[src/rtl/util_dac_diff_encoder_if.sv]
// rtl/util_dac_diff_encoder_if.sv - symbol input and DAC word output bundle for util_dac_diff_encoder
interface util_dac_diff_encoder_if #(
  parameter int DATA_WIDTH = 128
);
  logic [1:0]            s_diff;
  logic                  s_valid;
  logic                  s_ready;
  logic [DATA_WIDTH-1:0] rd_data;
  logic                  rd_valid;
  logic                  rd_enable;
  logic                  rd_dunf;
  logic                  busy;

  modport slave (
    input  s_diff, s_valid, rd_enable,
    output s_ready, rd_data, rd_valid, rd_dunf, busy
  );

  modport master (
    output s_diff, s_valid, rd_enable,
    input  s_ready, rd_data, rd_valid, rd_dunf, busy
  );
endinterface

[src/rtl/util_dac_diff_encoder.sv]
// rtl/util_dac_diff_encoder.sv - 1553 differential symbol to DAC word encoder feeding util_dac_switch
module util_dac_diff_encoder #(
  parameter int                      BYTE_WIDTH       = 16,
  parameter int                      SAMPLE_WIDTH     = 16,
  parameter int                      WORDS_PER_SYMBOL = 4,
  parameter logic [SAMPLE_WIDTH-1:0] AMPLITUDE        = 16'h3FFF
) (
  input logic                    clk,
  input logic                    rst,
  util_dac_diff_encoder_if.slave bus
);
  localparam int DATA_W = BYTE_WIDTH * 8;
  localparam int LANES  = DATA_W / SAMPLE_WIDTH;
  localparam int CNT_W  = (WORDS_PER_SYMBOL > 1) ? $clog2(WORDS_PER_SYMBOL) : 1;
  localparam logic [CNT_W-1:0]        CNT_LAST = CNT_W'(WORDS_PER_SYMBOL - 1);
  localparam logic [CNT_W-1:0]        CNT_ONE  = CNT_W'(1);
  localparam logic [SAMPLE_WIDTH-1:0] AMP_NEG  = ~AMPLITUDE + SAMPLE_WIDTH'(1);

  // ST_HOLD: holding register occupied; ST_FULL: holding register and skid buffer occupied
  typedef enum logic [1:0] {
    ST_EMPTY = 2'd0,
    ST_HOLD  = 2'd1,
    ST_FULL  = 2'd2
  } state_t;

  state_t            state_q, state_d;
  logic [CNT_W-1:0]  cnt_q, cnt_d;
  logic [1:0]        skid_sym_q, skid_sym_d;
  logic [DATA_W-1:0] data_q, data_d;
  logic              dunf_q, dunf_d;

  logic hold_full;
  logic skid_full;
  logic accept;
  logic consume;
  logic last_word;

  function automatic logic [DATA_W-1:0] map_word(input logic [1:0] sym);
    logic [SAMPLE_WIDTH-1:0] sample;
    case (sym)
      2'b10:   sample = AMPLITUDE;
      2'b01:   sample = AMP_NEG;
      default: sample = '0;
    endcase
    return {LANES{sample}};
  endfunction

  assign hold_full = (state_q != ST_EMPTY);
  assign skid_full = (state_q == ST_FULL);
  assign accept    = bus.s_valid & bus.s_ready;
  assign consume   = bus.rd_enable & hold_full;
  assign last_word = consume & (cnt_q == CNT_LAST);

  assign bus.s_ready  = ~skid_full & ~rst;
  assign bus.rd_valid = hold_full;
  assign bus.rd_data  = data_q;
  assign bus.rd_dunf  = dunf_q;
  assign bus.busy     = hold_full | skid_full;

  always_comb begin
    state_d    = state_q;
    cnt_d      = cnt_q;
    skid_sym_d = skid_sym_q;
    data_d     = data_q;
    dunf_d     = bus.rd_enable & ~hold_full;

    case (state_q)
      ST_EMPTY: begin
        if (accept) begin
          state_d = ST_HOLD;
          cnt_d   = '0;
          data_d  = map_word(bus.s_diff);
        end
      end
      ST_HOLD: begin
        if (last_word) begin
          cnt_d = '0;
          // Final word and a new symbol on the same edge: load directly, no bubble
          if (accept) begin
            data_d = map_word(bus.s_diff);
          end else begin
            state_d = ST_EMPTY;
            data_d  = '0;
          end
        end else begin
          if (consume) begin
            cnt_d = cnt_q + CNT_ONE;
          end
          if (accept) begin
            skid_sym_d = bus.s_diff;
            state_d    = ST_FULL;
          end
        end
      end
      ST_FULL: begin
        if (last_word) begin
          state_d = ST_HOLD;
          cnt_d   = '0;
          data_d  = map_word(skid_sym_q);
        end else if (consume) begin
          cnt_d = cnt_q + CNT_ONE;
        end
      end
      default: begin
        state_d = ST_EMPTY;
        cnt_d   = '0;
        data_d  = '0;
      end
    endcase
  end

  always_ff @(posedge clk or posedge rst) begin
    if (rst) begin
      state_q    <= ST_EMPTY;
      cnt_q      <= '0;
      skid_sym_q <= 2'b00;
      data_q     <= '0;
      dunf_q     <= 1'b0;
    end else begin
      state_q    <= state_d;
      cnt_q      <= cnt_d;
      skid_sym_q <= skid_sym_d;
      data_q     <= data_d;
      dunf_q     <= dunf_d;
    end
  end
endmodule

[src/flat_wrapper.sv]
// flat-port wrapper written by rule: the top's interface ports become plain ports
module util_dac_diff_encoder_flat 
#(
  parameter int                      BYTE_WIDTH       = 16,
  parameter int                      SAMPLE_WIDTH     = 16,
  parameter int                      WORDS_PER_SYMBOL = 4,
  parameter logic [SAMPLE_WIDTH-1:0] AMPLITUDE        = 16'h3FFF
)
  (clk, rst, bus_s_diff, bus_s_valid, bus_rd_enable, bus_s_ready, bus_rd_data, bus_rd_valid, bus_rd_dunf, bus_busy);
  util_dac_diff_encoder_if #(.DATA_WIDTH(128)) bus_i ();
  input logic clk;
  input logic rst;
  input wire logic [$bits(bus_i.s_diff)-1:0] bus_s_diff;
  input wire logic [$bits(bus_i.s_valid)-1:0] bus_s_valid;
  input wire logic [$bits(bus_i.rd_enable)-1:0] bus_rd_enable;
  output wire logic [$bits(bus_i.s_ready)-1:0] bus_s_ready;
  output wire logic [$bits(bus_i.rd_data)-1:0] bus_rd_data;
  output wire logic [$bits(bus_i.rd_valid)-1:0] bus_rd_valid;
  output wire logic [$bits(bus_i.rd_dunf)-1:0] bus_rd_dunf;
  output wire logic [$bits(bus_i.busy)-1:0] bus_busy;
  assign bus_i.s_diff = bus_s_diff;
  assign bus_i.s_valid = bus_s_valid;
  assign bus_i.rd_enable = bus_rd_enable;
  assign bus_s_ready = bus_i.s_ready;
  assign bus_rd_data = bus_i.rd_data;
  assign bus_rd_valid = bus_i.rd_valid;
  assign bus_rd_dunf = bus_i.rd_dunf;
  assign bus_busy = bus_i.busy;
  util_dac_diff_encoder #(.BYTE_WIDTH(BYTE_WIDTH), .SAMPLE_WIDTH(SAMPLE_WIDTH), .WORDS_PER_SYMBOL(WORDS_PER_SYMBOL), .AMPLITUDE(AMPLITUDE)) u_core (.clk(clk), .rst(rst), .bus(bus_i));
endmodule
[config.mk]
export PLATFORM = sky130hd
export DESIGN_NAME = util_dac_diff_encoder_flat
export DESIGN_NICKNAME = d
export VERILOG_FILES = /design/src/rtl/util_dac_diff_encoder_if.sv /design/src/rtl/util_dac_diff_encoder.sv /design/src/flat_wrapper.sv
export SDC_FILE = /design/constraint.sdc
export NUM_CORES = 1
export LEC_CHECK = 0
export ABC_AREA = 1
export CORE_ASPECT_RATIO = 2
export CORE_MARGIN = 2
export CORE_UTILIZATION = 33
export DETAILED_ROUTE_END_ITERATION = 16
export PLACE_DENSITY_LB_ADDON = 0.08
export RECOVER_POWER = 100
export SYNTH_ARGS = -nofsm -noshare
export SYNTH_HDL_FRONTEND = slang
export SYNTH_SLANG_ARGS = --single-unit
[constraint.sdc]
create_clock -name clk -period 3.24 [get_ports clk]
set_input_delay 0.324 -clock clk [delete_from_list [all_inputs] [get_ports clk]]
set_output_delay 0.324 -clock clk [all_outputs]
set_load 0.1 [all_outputs]
==> results.toml, run 1 <==
[place]
place_ws_ns = 1.28
gp_congestion = 0.720
numPortBuffers = 137
place_hpwl_mm = 2.74
dp_cells = 289

[logic_synthesis]
postSynthCellCount = 219
syn_area_um2 = 1660
synth_seq_cells = 10
avgSynthCellArea_um2 = 7.58
synth.distinct_cells = 17
ys_warn_count = 0
syn-num-nets = 235
yosysSeqAreaShare = 0.151

[setup_path]
max_stage_delay_ns = 1.00
r2r_cells = 10
startpoint = "u_core.bus.rd_data[125]"
cp-end-kind = "primary output"
crit-reg2reg-launch = "u_core.state_q[0]"
critPathKind = "reg -> out"
worst_ep_required_time_ns = 2.92
crit_chain = "clkbuf_1"
worst_ep_arrival_time_ns = 2.20
cp-start-kind = "flip-flop"
cp_slowest_cell = "dfrtp_1"
ff2ff_setup_slack_ns = 1.30
cp_max_fo = 39
path_delay_family = "flip-flops"
crit_buf_inv = 1
reg2reg_to = "u_core.bus.rd_data[125]"

[layout]
drive_gt1_frac = 0.335
final_cells = 293
fin_util = 0.318
nets = 253
antenna_cells = 0
final_common_cell = "clkbuf_2"
final_cell_mix = "66 x clkbuf_2, 55 x clkbuf_1, 26 x nand2_1"
area_delta_synth_final_pct = -6.93
nFillCells = 627

[timing]
fin_worst_skew_ns = 0.00160
tns_ns = 0
hold_viol_final = 0
relSlewSlack = 0.201
setup_violations = 0
tightest_slew_ns = 1.20
setup_slack_ns = 0.714
fmax_mhz = 396
finalCritPeriodShare = 0.780
drv_slew = 0
rsz0062_at_grt = "false"
min_period_ns = 2.53

[floorplan]
num_rows = 36
start_util = 0.341
io_pins = 138
die_y_um = 104
die_width_um = 54.2
fp.coreArea_um2 = 4860
die-area_um2 = 5650

[route]
routed_wirelength_mm = 3.31
ant_nets = 0
via_count = 1144
drc = 0
routed_via_density = 3.90
wl_per_cell_um = 11.3
dr.pass1.iters = 4
initialDrtViolationCount = 13

[grt]
grt.total_usage = 0.107
grt_max_degree = 68
first_global_vias = 891
antenna_found_initial = 0
gr-total-overflow = 0
grt_pass1_wl_mm = 4.50

[clock_tree]
cts.repair.resized = 0
cts_tree = "built"
ctsHtreeMaxLevel = 1
clockRootBuffer = "clkbuf_8"
worstSkewPairLatency_ns = 0.24
cts_buffers = 3
cts.clk_slew.worst_paths_ns = 0.05
post-cts-setup-buffer-count = 0
clk_path_buf_depth = 2
cts_hold_buf = 0
cts_sinks = 10

[hold_path]
hold_end = "u_core.cnt_q[1]"
worstHoldPathCells = 2
hold_class = "reg -> reg"
hp-start = "u_core.cnt_q[1]"

[run]
cap_violations = 0

[run_status]
status = "finished clean"
[sequential cells by signal, summed over array words and instances, names as in the netlist]
register and count:
u_core.cnt_q 2, u_core.skid_sym_q 2, u_core.state_q 2, u_core.bus.rd_data 3, u_core.bus.rd_dunf 1
[how the worst max path moves through the flow]
stage,slack (ns),end,cells after the start
after global placement,1.31,bus_rd_data[16],1
final,0.71,bus_rd_data[92],1
after global routing,0.52,bus_rd_data[92],1
after detailed placement,1.28,bus_rd_data[112],1
after CTS,1.02,bus_rd_data[112],1
after floorplan,0.95,bus_rd_data[100],1
[per-stage QoR]
stage,hold WS [ns],instance area (um2)
global route,0.496,1550
finish,0.480,1550
CTS,0.483,1930
detailed placement,0.472,1880
global placement,0.459,1880
floorplan,0.164,1660
[routing by layer]
layer / vias up / wire (um) / GRT usage
met5: - / 0 / 0
met1: 479 / 971 / 0.0897
met2: 84 / 1870 / 0.223
met4: 0 / 50 / 0.0429
met3: 5 / 415 / 0.00862
li1: 576 / - / -
[worst register-to-register path, delay by kind of cell (launching register included)]
family	cells	cell delay, ns
simple gates	6	0.74
fa+ha+maj	1	0.32
flops	1	0.40
buf+inv	3	0.37
[Yosys cell counts]
master,number,area [um2]
buf_4,125,938
nand2_1,26,97.6
inv_1,18,67.6
dfrtp_1,10,250
ha_1,10,125
nand3_1,8,40.0
nand4_1,4,25.0
nand2_2,3,18.8
o21ai_0,3,15.0
inv_2,2,7.51
nand3_2,2,20.0
nor2_1,2,7.51
nor2_4,2,22.5
nand3b_1,1,7.51
nor2_2,1,6.26
o21ai_1,1,5.00
or2_2,1,6.26
[cell type report]
type | count | area (um2) | area share
timing repair buffer | 138 | 712 | 0.461
multi-input combinational | 64 | 382 | 0.247
sequential | 10 | 250 | 0.162
inverter | 20 | 75.1 | 0.0486
tap | 57 | 71.3 | 0.0462
clock buffer | 4 | 55.1 | 0.0356
[cell families (layout without fill, tap and decap cells)]
group,Yosys count,in the layout,synth area share
buffers and inverters,145,162,0.610
adder cells (fa/ha/maj),10,10,0.0754
AND/OR/NAND/NOR,50,50,0.151
flip-flops,10,10,0.151
AO/OA/AOI/OAI,4,4,0.0121
Power of run 1 is left out: the tool's default activity adds up to more than one toggle a clock period on the data nets, which glitch-free logic cannot reach.
==> run 2, diff against run 1 <==
==> constraint.sdc (replaced) <==
create_clock -name clk -period 2.6 [get_ports clk]
set_input_delay 0.26 -clock clk [delete_from_list [all_inputs] [get_ports clk]]
set_output_delay 0.26 -clock clk [all_outputs]
set_load 0.1 [all_outputs]
==> run 2 against run 1 <==
Against the previous run:
- cell count is 0.34% higher
- wire length increased by 39%
- worst hold slack gained 0.013 ns
- count of clock-buffer cells in the layout stayed put
- critical path type unchanged
- largest cell class unchanged
==> results.toml, run 2 (same netlist as run 1, synthesis figures left out) <==
[run_status]
status = "finished clean"

[layout]
largest_reg_flops = 3
antenna_cells = 0
final_common_cell = "buf_12"
final_cell_mix = "104 x buf_12, 27 x clkbuf_1, 26 x nand2_1"
nFillCells = 379
nets = 254
drive_gt1_frac = 0.498
fin_util = 0.634
area_delta_synth_final_pct = 85.7

[route]
ant_nets = 0
via_count = 1223
drc = 0
routed_wirelength_mm = 4.58
initialDrtViolationCount = 17
wl_per_cell_um = 15.6
dr.pass1.iters = 4
routed_via_density = 4.16

[place]
gp_congestion = 0.804
numPortBuffers = 137
place_hpwl_mm = 3.98
place_ws_ns = 0.962

[timing]
min_period_ns = 2.16
setup_violations = 0
fin_hold_ws_ns = 0.493
hold_viol_final = 0
fmax_mhz = 464
rsz0062_at_grt = "false"
drv_slew = 0
fin_worst_skew_ns = 0.00802
tightest_slew_ns = 1.27
setup_slack_ns = 0.444
finalCritPeriodShare = 0.829
tns_ns = 0
relSlewSlack = 0.152

[grt]
grt_pass1_wl_mm = 6.59
antenna_found_initial = 0
grt.total_usage = 0.160
grt_max_degree = 66
gr-total-overflow = 0
first_global_vias = 1080

[clock_tree]
clockRootBuffer = "clkbuf_8"
cts.clk_slew.worst_paths_ns = 0.05
clk_path_buf_depth = 2
cts_buffers = 3
cts_sinks = 10
worstSkewPairLatency_ns = 0.24
post-cts-setup-buffer-count = 0
ctsHtreeMaxLevel = 1
cts.repair.resized = 0
cts_hold_buf = 0
cts_tree = "built"

[run]
cap_violations = 0

[floorplan]
num_rows = 36
die_width_um = 54.2
io_pins = 138
start_util = 0.341
fp.coreArea_um2 = 4860
die_y_um = 104
die-area_um2 = 5650

[setup_path]
cp_slowest_cell = "buf_6"
worst_ep_required_time_ns = 2.34
crit_chain = "buf_6, buf_12"
cp-end-kind = "primary output"
critPathKind = "reg -> out"
cp_max_fo = 65
cp-start-kind = "flip-flop"
r2r_cells = 10
worst_ep_arrival_time_ns = 1.90
max_stage_delay_ns = 0.95

[hold_path]
worstHoldPathCells = 2
hold_class = "reg -> reg"
run 2: cell types whose count changed in the layout (fill, tap and decap cells not counted), moves of 2 or more:
cell / before / now
buf_12: 1 / 104
dlygate4sd3_1: 10 / 1
clkbuf_1: 55 / 27
buf_4: 2 / 0
clkbuf_2: 66 / 2
run 2: final cells by class:
cell class              instances  area (um2)  share of cell area
flip-flops and latches         10         251              0.0816
repair buffers                139        2260               0.733
multi-input cells              64         382               0.124
inverters                      20        75.1              0.0244
clock buffers                   4        45.0              0.0146
well taps                      57        71.3              0.0231
run 2: final timing paths:
path	startpoint	endpoint	slack (ns)
setup / recovery	u_core.bus.rd_data[125]	bus_rd_data[9]	0.44
hold / removal	u_core.cnt_q[1]	u_core.cnt_q[1]	0.49
setup reg to reg	u_core.state_q[0]	u_core.bus.rd_data[126]	0.71
hold reg to reg	u_core.cnt_q[1]	u_core.cnt_q[1]	0.49
max in group asynchronous	rst	u_core.bus.rd_data[125]	1.79
min in group asynchronous	rst	u_core.bus.rd_data[126]	0.51
run 2: critical path: cells and delay by family (launching register included):
family   cells  cell delay, ns
buf+inv      2            1.22
flops        1            0.38
run 2: through the flow:
stage / area [um2] / cells
floorplan: 1660 / 219
global placement: 3180 / 290
detailed placement: 3180 / 290
CTS: 3220 / 294
global route: 3080 / 294
finish: 3080 / 294
run 2: per-layer routing:
layer | up-vias | GRT usage | wire length [um]
met2 | 99 | 0.292 | 2550
met4 | 0 | 0.0518 | 87
met3 | 9 | 0.0388 | 533
met1 | 537 | 0.165 | 1420
met5 | - | 0 | 0
li1 | 578 | - | -
Power of run 2 is left out for the same reason.
==> run 3, diff against run 2 <==
--- a/config.mk
+++ b/config.mk
@@ -8,7 +8,7 @@
 export ABC_AREA = 1
 export CORE_ASPECT_RATIO = 2
 export CORE_MARGIN = 2
-export CORE_UTILIZATION = 33
+export CORE_UTILIZATION = 30
 export DETAILED_ROUTE_END_ITERATION = 16
 export PLACE_DENSITY_LB_ADDON = 0.08
 export RECOVER_POWER = 100
==> constraint.sdc (replaced) <==
create_clock -name clk -period 1.9 [get_ports clk]
set_input_delay 0.19 -clock clk [delete_from_list [all_inputs] [get_ports clk]]
set_output_delay 0.19 -clock clk [all_outputs]
set_load 0.1 [all_outputs]
==> run 3 against run 2 <==
Against the previous run:
- register-to-register slack worse by 0.52 ns
- via count grew 3.8%
- largest cell class unchanged
- cell count is 2.7% higher
- critical path depth is the same
- sequential cell count is the same
- core utilization is 2.5 points lower
- non-clock buffer count up 5
- critical endpoint is now bus_rd_data[78]
- clock skew up 0.0016 ns
==> results.toml, run 3 (same netlist as run 1, synthesis figures left out) <==
[timing]
fmax_mhz = 567
finalCritPeriodShare = 0.928
drv_slew = 0
fin_worst_skew_ns = 0.00961
rsz0062_at_grt = "false"
setup_violations = 0
setup_slack_ns = 0.136
relSlewSlack = 0.424
min_period_ns = 1.76
tightest_slew_ns = 0.863
hold_viol_final = 0
tns_ns = 0

[layout]
largest_reg_flops = 3
final_area_um2 = 3270
final_common_cell = "buf_12"
nets = 259
drive_gt1_frac = 0.624
final_cell_mix = "101 x buf_12, 27 x nand2_1, 21 x buf_6"
area_delta_synth_final_pct = 96.9
antenna_cells = 0

[clock_tree]
cts_buffers = 3
clockRootBuffer = "clkbuf_8"
cts_sinks = 10
worstSkewPairLatency_ns = 0.25
ctsHtreeMaxLevel = 1
cts_hold_buf = 0
cts.clk_slew.worst_paths_ns = 0.05
cts_tree = "built"
cts.repair.resized = 0
post-cts-setup-buffer-count = 0
clk_path_buf_depth = 2

[route]
ant_nets = 0
wl_met1_mm = 1.45
via_count = 1270
wl_per_cell_um = 16.1
routed_wirelength_mm = 4.85
wl_met3_um = 417
drc = 0
top_layer = "met4"
routed_via_density = 4.21
dr.pass1.iters = 6
initialDrtViolationCount = 8
routed-wl-met2_mm = 2.87

[setup_path]
worst_ep_required_time_ns = 1.71
crit_chain = "clkbuf_2, buf_6"
max_stage_delay_ns = 0.66
crit-reg2reg-launch = "u_core.state_q[0]"
startpoint = "u_core.bus.rd_data[126]"
worst_ep_arrival_time_ns = 1.57
critPathKind = "reg -> out"
cp_slowest_cell = "clkbuf_2"
cp_max_fo = 17
cp-end-kind = "primary output"
cp-start-kind = "flip-flop"

[floorplan]
die_width_um = 56.6
die-area_um2 = 6180
io_pins = 138
fp.coreArea_um2 = 5370
num_rows = 38
start_util = 0.309
die_y_um = 109

[place]
placed_cell_area_um2 = 3600
place_hpwl_mm = 4.30
place_ws_ns = 0.303
numPortBuffers = 137
gp_congestion = 0.775

[grt]
first_global_vias = 1198
gr-total-overflow = 0
antenna_found_initial = 0
grt.total_usage = 0.152
grt_max_degree = 33
grt_pass1_wl_mm = 7.01

[run]
cap_violations = 0

[hold_path]
hold_class = "in -> async"

[run_status]
status = "finished clean"
-- run 3: critical path: cells and delay by family, from the launching register on --
kind	cells	cell delay, ns
flops	1	0.32
buf+inv	2	0.98
-- run 3: per-layer routing --
metal  vias up  global-route usage
met5         -                   0
met4         0              0.0697
met3         7              0.0225
met2        90               0.313
met1       588               0.139
li1        585                   -
-- run 3: layout make-up --
cell class | instances | area, um2
Fill cell | 435 | 2100
Clock buffer | 4 | 55.1
Tap cell | 60 | 75.1
Timing Repair Buffer | 144 | 2410
Inverter | 20 | 77.6
Multi-Input combinational cell | 64 | 402
Sequential cell | 10 | 254
-- run 3: metrics by stage --
step | cells | utilization | hold slack, ns
floorplan | 219 | - | 0.0302
global placement | 298 | 0.670 | 0.469
detailed placement | 298 | 0.670 | 0.483
CTS | 302 | 0.680 | 0.344
global route | 302 | 0.609 | 0.521
finish | 302 | 0.609 | 0.450
-- run 3: final timing paths --
kind | end | slack [ns] | cells past startpoint
worst min register to register | u_core.cnt_q[1] | 0.48 | 2
worst max register to register | u_core.bus.rd_data[126] | 0.19 | 9
min in group clk | u_core.cnt_q[1] | 0.48 | 2
max in group asynchronous | u_core.bus.rd_data[125] | 1.11 | 2
worst max-delay path | bus_rd_data[78] | 0.14 | 2
worst min-delay path | u_core.state_q[0] | 0.45 | 2
Power of run 3 is left out for the same reason.
